==> src/rtl/spi_host_master.sv <==
// SPI mode-0 host initiator: turns one read/write request (10-bit address, 8-bit data)
// into a 24-bit frame and captures the returned read byte.
module spi_host_master #(
    parameter int CLK_DIV = 4
) (
    input  logic       clk,
    input  logic       reset,
    input  logic       i_start,
    input  logic       i_write,
    input  logic [9:0] i_addr,
    input  logic [7:0] i_wdata,
    input  logic       i_miso,
    output logic       o_sclk,
    output logic       o_ssn,
    output logic       o_mosi,
    output logic       o_busy,
    output logic       o_done,
    output logic [7:0] o_rdata
);

    localparam int HW = $clog2(CLK_DIV);
    localparam logic [HW-1:0] HALF_LAST = HW'(CLK_DIV - 1);

    typedef enum logic [1:0] {IDLE, SETUP, SHIFT, GAP} state_t;

    state_t        state, state_n;
    logic [HW-1:0] hcnt, hcnt_n;
    logic [4:0]    bcnt, bcnt_n;
    logic          high, high_n;
    logic [23:0]   tx, tx_n;
    logic [7:0]    rx, rx_n;
    logic          is_write, is_write_n;
    logic          sclk_n, ssn_n, mosi_n, busy_n, done_n;
    logic [7:0]    rdata_n;
    logic          half_end;

    assign half_end = (hcnt == HALF_LAST);

    // State register; outputs are registered from next-state values so they line up with the state
    always_ff @(posedge clk) begin
        if (reset) begin
            state    <= IDLE;
            hcnt     <= '0;
            bcnt     <= '0;
            high     <= 1'b0;
            tx       <= '0;
            rx       <= '0;
            is_write <= 1'b0;
            o_sclk   <= 1'b0;
            o_ssn    <= 1'b1;
            o_mosi   <= 1'b0;
            o_busy   <= 1'b0;
            o_done   <= 1'b0;
            o_rdata  <= 8'h00;
        end else begin
            state    <= state_n;
            hcnt     <= hcnt_n;
            bcnt     <= bcnt_n;
            high     <= high_n;
            tx       <= tx_n;
            rx       <= rx_n;
            is_write <= is_write_n;
            o_sclk   <= sclk_n;
            o_ssn    <= ssn_n;
            o_mosi   <= mosi_n;
            o_busy   <= busy_n;
            o_done   <= done_n;
            o_rdata  <= rdata_n;
        end
    end

    // Next-state logic: each SHIFT bit is a high half then a low half, D cycles apiece
    always_comb begin
        state_n    = state;
        hcnt_n     = hcnt;
        bcnt_n     = bcnt;
        high_n     = high;
        tx_n       = tx;
        rx_n       = rx;
        is_write_n = is_write;
        case (state)
            IDLE: begin
                if (i_start) begin
                    state_n    = SETUP;
                    hcnt_n     = '0;
                    bcnt_n     = '0;
                    high_n     = 1'b0;
                    is_write_n = i_write;
                    tx_n       = {i_write, 5'b00000, i_addr, (i_write ? i_wdata : 8'h00)};
                end
            end
            SETUP: begin
                if (half_end) begin
                    state_n = SHIFT;
                    hcnt_n  = '0;
                    high_n  = 1'b1;
                    bcnt_n  = '0;
                end else begin
                    hcnt_n = hcnt + 1'b1;
                end
            end
            SHIFT: begin
                // Sample MISO in the cycle SCLK is seen high for the first time
                if (high && hcnt == '0) begin
                    rx_n = {rx[6:0], i_miso};
                end
                if (half_end) begin
                    hcnt_n = '0;
                    if (high) begin
                        high_n = 1'b0;
                        tx_n   = {tx[22:0], 1'b0};
                    end else if (bcnt == 5'd23) begin
                        state_n = GAP;
                    end else begin
                        bcnt_n = bcnt + 1'b1;
                        high_n = 1'b1;
                    end
                end else begin
                    hcnt_n = hcnt + 1'b1;
                end
            end
            GAP: begin
                if (half_end) begin
                    state_n = IDLE;
                    hcnt_n  = '0;
                end else begin
                    hcnt_n = hcnt + 1'b1;
                end
            end
            default: state_n = IDLE;
        endcase
    end

    // Output decode from the upcoming state
    always_comb begin
        sclk_n  = (state_n == SHIFT) && high_n;
        ssn_n   = !((state_n == SETUP) || (state_n == SHIFT));
        mosi_n  = ssn_n ? 1'b0 : tx_n[23];
        busy_n  = (state_n != IDLE);
        done_n  = (state == GAP) && (state_n == IDLE);
        rdata_n = (done_n && !is_write) ? rx : o_rdata;
    end

endmodule

==> config.mk <==
export PLATFORM = sky130hd
export DESIGN_NAME = spi_host_master
export DESIGN_NICKNAME = d
export VERILOG_FILES = /design/src/rtl/spi_host_master.sv
export SDC_FILE = /design/constraint.sdc
export NUM_CORES = 1
export LEC_CHECK = 0
export BUFFER_PORTS_ARGS = -buffer_cell sky130_fd_sc_hd__buf_2
export CELL_PAD_IN_SITES_DETAIL_PLACEMENT = 1
export CELL_PAD_IN_SITES_GLOBAL_PLACEMENT = 1
export CORE_AREA = 10 10 98 100
export DETAILED_ROUTE_END_ITERATION = 8
export DIE_AREA = 0 0 108 110
export PLACE_DENSITY = 0.71
export SLEW_MARGIN = 5
export SYNTH_ARGS = -nofsm -noshare
export SYNTH_HDL_FRONTEND = slang
export SYNTH_SLANG_ARGS = --single-unit
==> constraint.sdc <==
create_clock -name clk -period 2.35 [get_ports clk]
set_input_delay 0.3525 -clock clk [delete_from_list [all_inputs] [get_ports clk]]
set_output_delay 0.3525 -clock clk [all_outputs]
set_load 0.05 [all_outputs]
* Yosys cells after proc, flatten, opt, wreduce, memory -nomap -nowiden
Cells that the tools add are included.
** Storage, ports and cells
- Register bits after elaboration :: 56
- Latch bits :: 0
- RAM bits :: 0
- Bits in read-only memories :: 0
- Bits of input ports :: 23
- Word-level logic and storage cells :: 76
- Memories :: 0
** Cells by class
- Add/subtract/negate cells :: 2
- Multiply operators :: 0
- Divide/modulo/power cells :: 0
- Order comparisons :: 0
- Equality and inequality tests :: 13
- Shift-type cells :: 0
- Mux-type cells :: 27
- Bitwise gates (word level) :: 1
- Reductions and logical operators :: 19
** Operators with widths (count)
- 24-bit two-way mux :: 3
- 24-bit one-hot mux with 2 select lines :: 1
- 5-bit two-way mux :: 5
- 2-bit two-way mux :: 8
- 5-bit one-hot mux with 3 select lines :: 1
- 2-bit inequality test (second input constant) :: 6
- 2-bit equality test (second input constant) :: 4
- 8-bit two-way mux :: 1
- 2-bit one-hot mux with 4 select lines :: 1
- 2-bit logical NOT :: 3
- 6-bit AND reduction :: 1
- 5-bit by 1-bit adder with 5-bit output (second input constant) :: 1
- 5-bit equality test (second input constant) :: 1
- 1-bit two-way mux :: 5
- 2-bit by 1-bit equality test with 1-bit output (second input constant) :: 2
- 1-bit logical AND :: 4
- 2-bit one-hot mux with 2 select lines :: 1
- 2-bit AND reduction :: 2
- 4-bit AND reduction :: 1
- 2-bit nonzero test :: 2
- 1-bit one-hot mux with 3 select lines :: 1
- 3-bit nonzero test :: 1
- 3-bit OR reduction :: 1
- 2-bit by 1-bit adder with 2-bit output (second input constant) :: 1
- other kinds (4) :: 5

* Logic depth before layout (Yosys ltp)
Gate-level depths: netlist (run 1).
- Word-level depth :: 9
- Gate-level depth with buffers :: 10
- Mapped depth without buffers :: 9

* Least setup slack after synthesis (run 1)
Ideal clock, no wire load.
- Path kind :: register to register
- From :: register hcnt[0]
- To :: register o_rdata[0]
- Library setup time :: 132 ps
- Arrival :: 1905 ps
- Path slack :: 312 ps
- Cell stages (with the launch flop) :: 11
- Period minus slack after synthesis :: 2038 ps
- Cell sequence :: dfxtp_1 > ha_1 > and4bb_2 > nand2b_1 > o211a_1 > ha_1 > nand3_1 > or2_2 > clkbuf_1 > nand2_1 > a21oi_1
** On the way
- Longest elaborated chain between the ends :: 6
** RTL lines
- start, declared :: RTL line 27 : logic [HW-1:0] hcnt, hcnt_n;
- start signal, assigned :: RTL line 57 : hcnt <= hcnt_n;
- 2-bit equality test (*) :: RTL line 37 : assign half_end = (hcnt == HALF_LAST);
- 2-bit two-way mux (on tied branches) :: RTL line 123, 107, 93
- 2-bit one-hot mux with 4 select lines (*) :: RTL line 81 : case (state)
- 2-bit logical NOT (*) :: RTL line 140 : done_n = (state == GAP) && (state_n == IDLE);
- 1-bit logical AND (*) :: RTL line 140
- 1-bit logical AND (*) :: RTL line 141 : rdata_n = (done_n && !is_write) ? rx : o_rdata;
- end signal, assigned :: RTL line 68 : o_rdata <= rdata_n;
- end, declared :: RTL line 18 : output logic [7:0] o_rdata
Every way passes the cells marked *; elsewhere a longest branch is shown, timed or not.
A chain may end at the register's enable or synchronous reset.

* Final worst setup path (run 1)
- From :: register hcnt[0]
- To :: register o_rdata[1]
The elaborated chain is that of the path after synthesis.

==> results of run 1 <==
-- final timing paths --
| path | cells after the start | endpoint | start |
|---|---|---|---|
| hold reg to reg | 2 | o_rdata[7] | rx[7] |
| setup reg to reg | 9 | o_rdata[1] | hcnt[0] |
| hold / removal | 3 | rx[0] | i_miso |
| setup / recovery | 9 | o_rdata[1] | hcnt[0] |
-- metal layers --
| layer | track usage, % | vias to the layer above |
|---|---|---|
| met2 | 16.9 | 31 |
| met3 | 3.25 | 4 |
| met5 | 0 | - |
| met4 | 3.53 | 0 |
| li1 | - | 1012 |
| met1 | 11.5 | 958 |
-- stage by stage --
step           power (uW)  utilization (%)
2_1_floorplan        1110                -
3_3_place_gp         1160             33.4
3_5_place_dp         1170             33.4
4_1_cts              1710             34.6
5_1_grt              1770             34.7
6_report             1690             34.7
-- area by class of cell --
cell class	count	share of cell area, %
clock buffers	5	2.59
clock inverters	3	0.849
inverters	5	0.707
multi-input cells	196	39.7
flip-flops and latches	56	42.2
well taps	102	4.81
repair buffers	44	9.15
-- report_power, final --
group / internal, uW / total, uW / switching [uW]
combinational: 57.8 / 152 / 94.0
sequential: 975 / 990 / 15.1
clock: 215 / 547 / 332
total: 1250 / 1690 / 441
-- cell families (layout without fill, tap and decap cells) --
kind of cell             after synthesis  after routing  share of synthesized area (%)
XOR/XNOR                               1              1                          0.387
buffers and inverters                 23             57                           4.25
AO/OA/AOI/OAI                         67             67                           17.6
adder cells (fa/ha/maj)                5              5                           2.76
AND/OR/NAND/NOR                      123            123                           25.5
flip-flops                            56             56                           49.5
-- cells in the mapped netlist, types with 3 or more instances --
master | number | share of area (%)
dfxtp_1 | 56 | 50
or3_1 | 4 | 1.1
clkbuf_1 | 10 | 1.7
nand2b_1 | 3 | 0.83
nand3_1 | 18 | 4.0
o21ai_0 | 3 | 0.66
nor3_1 | 3 | 0.66
buf_2 | 8 | 1.8
a21oi_1 | 41 | 9.1
ha_1 | 5 | 2.8
a31oi_1 | 7 | 1.9
nand2_1 | 65 | 11
inv_1 | 5 | 0.83
nor2_1 | 15 | 2.5
a22oi_1 | 10 | 3.3
-- sequential cells by signal, indices dropped and copies added, names as in the netlist --
name and cells:
o_done 1, is_write 1, state 2, bcnt 5, o_mosi 1, tx 24, o_busy 1, rx 8
hcnt 2, o_rdata 8, o_sclk 1, o_ssn 1, high 1
-- critical path: stages, from the launching register on --
cell	delay [ps]
dfxtp_1	350
ha_1	230
and4bb_2	270
nand2b_1	80
o211a_1	180
ha_1	190
nand3_1	130
or2_2	400
nand2_1	100
a21oi_1	60
-- cells in the final DEF (no fill, tap or decap), types with 3 or more instances in the layout --
master and count:
ha_1 5, o21ai_0 3, or3_1 4, inv_1 5, buf_2 35, a22oi_1 10
clkbuf_8 5, nor2_1 13, nor3_1 3, nand3_1 18, dfxtp_1 56, nand2_1 65
buf_4 9, a31oi_1 7, nand2b_1 3, a21oi_1 41
==> flow_metrics.py, run 1 <==
metrics = {
    "outcome": {
        "status": "finished clean",
    },
    "detailed_routing": {
        "wl_met1_um": 2660,
        "viasPerCell": 4.88,
        "wl_per_cell_um": 13.9,
        "drt_iter0_drc": 66,
        "ant_nets": 0,
        "routed-via-count": 2005,
        "dr_wl_met3_um": 257,
        "drc_errors": 0,
        "drt_first_pass_iters": 4,
        "wl_um": 5730,
        "top_layer": "met4",
        "wl_met2_um": 2760,
    },
    "layout": {
        "fillers": 932,
        "finalNonFillerCells": 411,
        "seq_area_um2": 1120,
        "antennaDiodeCount": 0,
        "drive_gt1_share_pct": 19.1,
        "multi_input_comb_area_um2": 1050,
        "design_area_um2": 2650,
        "layout.nets": 336,
        "area_growth_pct": 17.2,
    },
    "synthesis": {
        "synth_top_flop_cell": "dfxtp_1",
        "synthArstFlopShare_pct": 0,
        "synth_area_um2": 2260,
        "syn_avg_cell_area_um2": 8.24,
        "synthDistinctLibCells": 34,
        "syn_inst": 275,
        "ys_seq_elements": 56,
        "synth_edf_count": 0,
        "syn_nets": 303,
        "synth_seq_area_share_pct": 49.5,
        "yosys_warnings": 0,
    },
    "floorplan": {
        "die_width_um": 108,
        "die_h_um": 110,
        "initial_utilization_pct": 29.6,
        "die_area_um2": 11900,
        "core_area_um2": 7650,
        "pin_count": 36,
        "num_rows": 32,
    },
    "critical_path": {
        "endpoint_kind": "register",
        "start_kind": "register",
        "cp_data_arrival_time_ps": 2310,
        "worstSetupPathType": "reg2reg",
        "cp.required_ps": 2550,
        "ff2ff_setup_slack_ps": 240,
        "path_max_fanout": 8,
    },
    "clocking": {
        "h-tree-depth": 2,
        "cts_tree": "done",
        "cts_made_buffers": 5,
        "cts_sinks": 56,
        "clkTransAtPathRegs_ps": 110,
        "clk_latency_ps": 320,
        "root_buffer": "clkbuf_8",
        "ctsResizeCount": 0,
        "cts_buffer_depth": 2,
        "hold_buffers": 0,
        "cts_setup_buffers": 0,
    },
    "sta": {
        "maxSlewHeadroom_pct": 50.8,
        "rsz0062_at_grt": "false",
        "clock.fmax_mhz": 473,
        "hold_viol_final": 0,
        "setup_ws_ps": 237,
        "finalMaxSlewViolations": 0,
        "setup_violations": 0,
        "worst_pin_slew_ps": 735,
        "holdWs_ps": 273,
        "fin_crit_ps": 2110,
        "tns_ps": 0,
        "period_share_pct": 89.9,
        "fin_skew_ps": 9.45,
    },
    "power": {
        "powerDensity_nw_per_um2": 636,
        "leakage_uw": 0.000987,
        "vdd_drop_max_uv": 233,
    },
    "global_routing": {
        "grt_max_degree": 26,
        "grt_use_total_pct": 9.93,
        "grt_pass1_vias": 2046,
        "grt_pass1_wl_um": 9720,
        "antenna_found_initial": 0,
        "grt-ovfl-total": 0,
    },
    "placed_design": {
        "pre_cts_ws_ps": 86.2,
        "gp_congestion": 0.726,
        "dp_cells": 403,
        "numPortBuffers": 35,
        "placed_cell_area_um2": 2560,
        "place_hpwl_um": 4140,
    },
    "min_path": {
        "min_path_type": "in2reg",
    },
    "run": {
        "max-cap-violations": 0,
    },
}
Note: power is estimated with default switching activity, not from simulation.
==> run 2: changes to the inputs <==
- clock period: 2.35 -> 2.3 ns (I/O delays scaled with it)
==> run 2 against run 1 <==
Sequential cell count is the same. First-iteration DRC count grew 4.5%. Die area is the same. Wire length shrank 4.1%. Worst setup slack lost 33 ps. Highest routed layer unchanged. Combinational power is essentially flat.
==> flow_metrics.py, run 2 (synthesized netlist as in run 1, its figures left out) <==
metrics = {
    "outcome": {
        "status": "finished clean",
    },
    "global_routing": {
        "grt_pass1_vias": 2051,
        "grt_use_total_pct": 9.22,
        "grt_pass1_wl_um": 9090,
        "grt-ovfl-total": 0,
        "grt_max_degree": 28,
        "antenna_found_initial": 0,
    },
    "layout": {
        "area_growth_pct": 18.4,
        "layout_commonest_cell": "nand2_1",
        "drive_gt1_share_pct": 18.8,
        "layout.nets": 336,
        "design_area_um2": 2680,
        "largest_reg_flops": 24,
        "final_util_pct": 35.1,
        "layout_common_cells": "65 x nand2_1, 56 x dfxtp_1, 41 x a21oi_1, 35 x buf_2, 18 x nand3_1",
        "largest_register": "tx",
        "antennaDiodeCount": 0,
        "reg.largest.list": "tx (24), o_rdata (8), rx (8)",
    },
    "detailed_routing": {
        "routed-via-count": 1998,
        "drc_errors": 0,
        "drt_first_pass_iters": 4,
        "wl_um": 5490,
        "ant_nets": 0,
        "drt_iter0_drc": 69,
        "viasPerCell": 4.86,
        "wl_per_cell_um": 13.4,
    },
    "clocking": {
        "cts_buffer_depth": 2,
        "clk_latency_ps": 310,
        "clkTransAtPathRegs_ps": 100,
        "cts_made_buffers": 5,
        "ctsResizeCount": 0,
        "h-tree-depth": 2,
        "cts_setup_buffers": 0,
        "hold_buffers": 0,
        "cts_sinks": 56,
        "cts_tree": "done",
        "root_buffer": "clkbuf_8",
    },
    "power": {
        "vdd_drop_max_uv": 366,
        "powerDensity_nw_per_um2": 687,
        "leakage_uw": 0.000999,
    },
    "critical_path": {
        "cp_cell_sequence": "ha_1 > and4bb_2 > nand2b_1 > o211a_1 > ha_1 > nand3_1 > or2_2 > nand2_1 > a21oi_1",
        "endpoint_kind": "register",
        "timing.rr.start": "hcnt[0]",
        "cp_common_cell": "ha_1",
        "start_kind": "register",
        "cp_slowest_cell": "or2_2",
        "path_max_fanout": 8,
        "r2r-end": "o_rdata[3]",
        "cp.required_ps": 2510,
        "max_stage_delay_ps": 380,
        "worstSetupPathType": "reg2reg",
        "ff2ff_setup_slack_ps": 200,
        "r2r_cells": 9,
        "cp_data_arrival_time_ps": 2310,
    },
    "placed_design": {
        "gp_congestion": 0.737,
        "pre_cts_ws_ps": 125,
        "numPortBuffers": 35,
        "placed_cell_area_um2": 2560,
        "place_hpwl_um": 4030,
    },
    "sta": {
        "holdWs_ps": 276,
        "worst_pin_slew_ps": 734,
        "hold_viol_final": 0,
        "rsz0062_at_grt": "false",
        "fin_crit_ps": 2100,
        "setup_ws_ps": 204,
        "clock.fmax_mhz": 477,
        "maxSlewHeadroom_pct": 50.9,
        "finalMaxSlewViolations": 0,
        "fin_skew_ps": 10.1,
        "setup_violations": 0,
        "period_share_pct": 91.1,
        "tns_ps": 0,
    },
    "floorplan": {
        "die_width_um": 108,
        "die_h_um": 110,
        "pin_count": 36,
        "initial_utilization_pct": 29.6,
        "die_area_um2": 11900,
        "num_rows": 32,
        "core_area_um2": 7650,
    },
    "run": {
        "max-cap-violations": 0,
    },
    "min_path": {
        "worstHoldStart": "i_miso",
        "min_path_type": "in2reg",
        "hold_depth": 3,
        "whs_endpoint": "rx[0]",
    },
}
==> run 2: changes by cell type in the layout (fill, tap and decap cells not counted), sizes merged <==
cell and change:
clkinv -1, bufinv +1, inv -1, clkbuf +1
==> run 2: metal layers <==
layer | track usage (%) | vias up | wire length, um
met3 | 2.67 | 7 | 262
met5 | 0 | - | 0
li1 | - | 1011 | -
met1 | 10.3 | 947 | 2470
met4 | 3.15 | 0 | 68
met2 | 16.5 | 33 | 2690
==> run 2: worst max path at each step <==
stage	start	endpoint	cells after the start	slack, ps
3_3_place_gp	hcnt[0]	o_rdata[5]	9	220
5_1_grt	hcnt[0]	o_rdata[2]	9	80
2_1_floorplan	hcnt[0]	o_rdata[0]	10	260
6_report	hcnt[0]	o_rdata[3]	9	200
3_5_place_dp	hcnt[0]	o_rdata[3]	9	120
4_1_cts	hcnt[0]	o_rdata[3]	9	90
==> run 2: through the flow <==
step | power [uW] | std cells
2_1_floorplan | 1130 | 275
3_3_place_gp | 1190 | 403
3_5_place_dp | 1190 | 403
4_1_cts | 1870 | 411
5_1_grt | 1920 | 411
6_report | 1840 | 411
==> run 2: layout make-up <==
| cell class | count | area (um^2) |
|---|---|---|
| fillers | 916 | 4970 |
| inverters | 5 | 18.8 |
| well taps | 102 | 128 |
| multi-input cells | 196 | 1050 |
| flip-flops and latches | 56 | 1120 |
| repair buffers | 44 | 243 |
| clock buffers | 6 | 82.6 |
| clock inverters | 2 | 38.8 |
==> run 2: where the power goes <==
group | switching (uW) | leakage (uW) | internal [uW]
clock | 321 | 0.0000614 | 356
combinational | 94.9 | 0.000483 | 58.9
sequential | 15.9 | 0.000455 | 996
==> run 2: critical path, delay by kind of cell, from the launching register on <==
kind                     cells  cell delay, ps
AND/OR/NAND/NOR              5             960
adder cells (fa/ha/maj)      2             440
flip-flops                   1             340
AO/OA/AOI/OAI                2             250
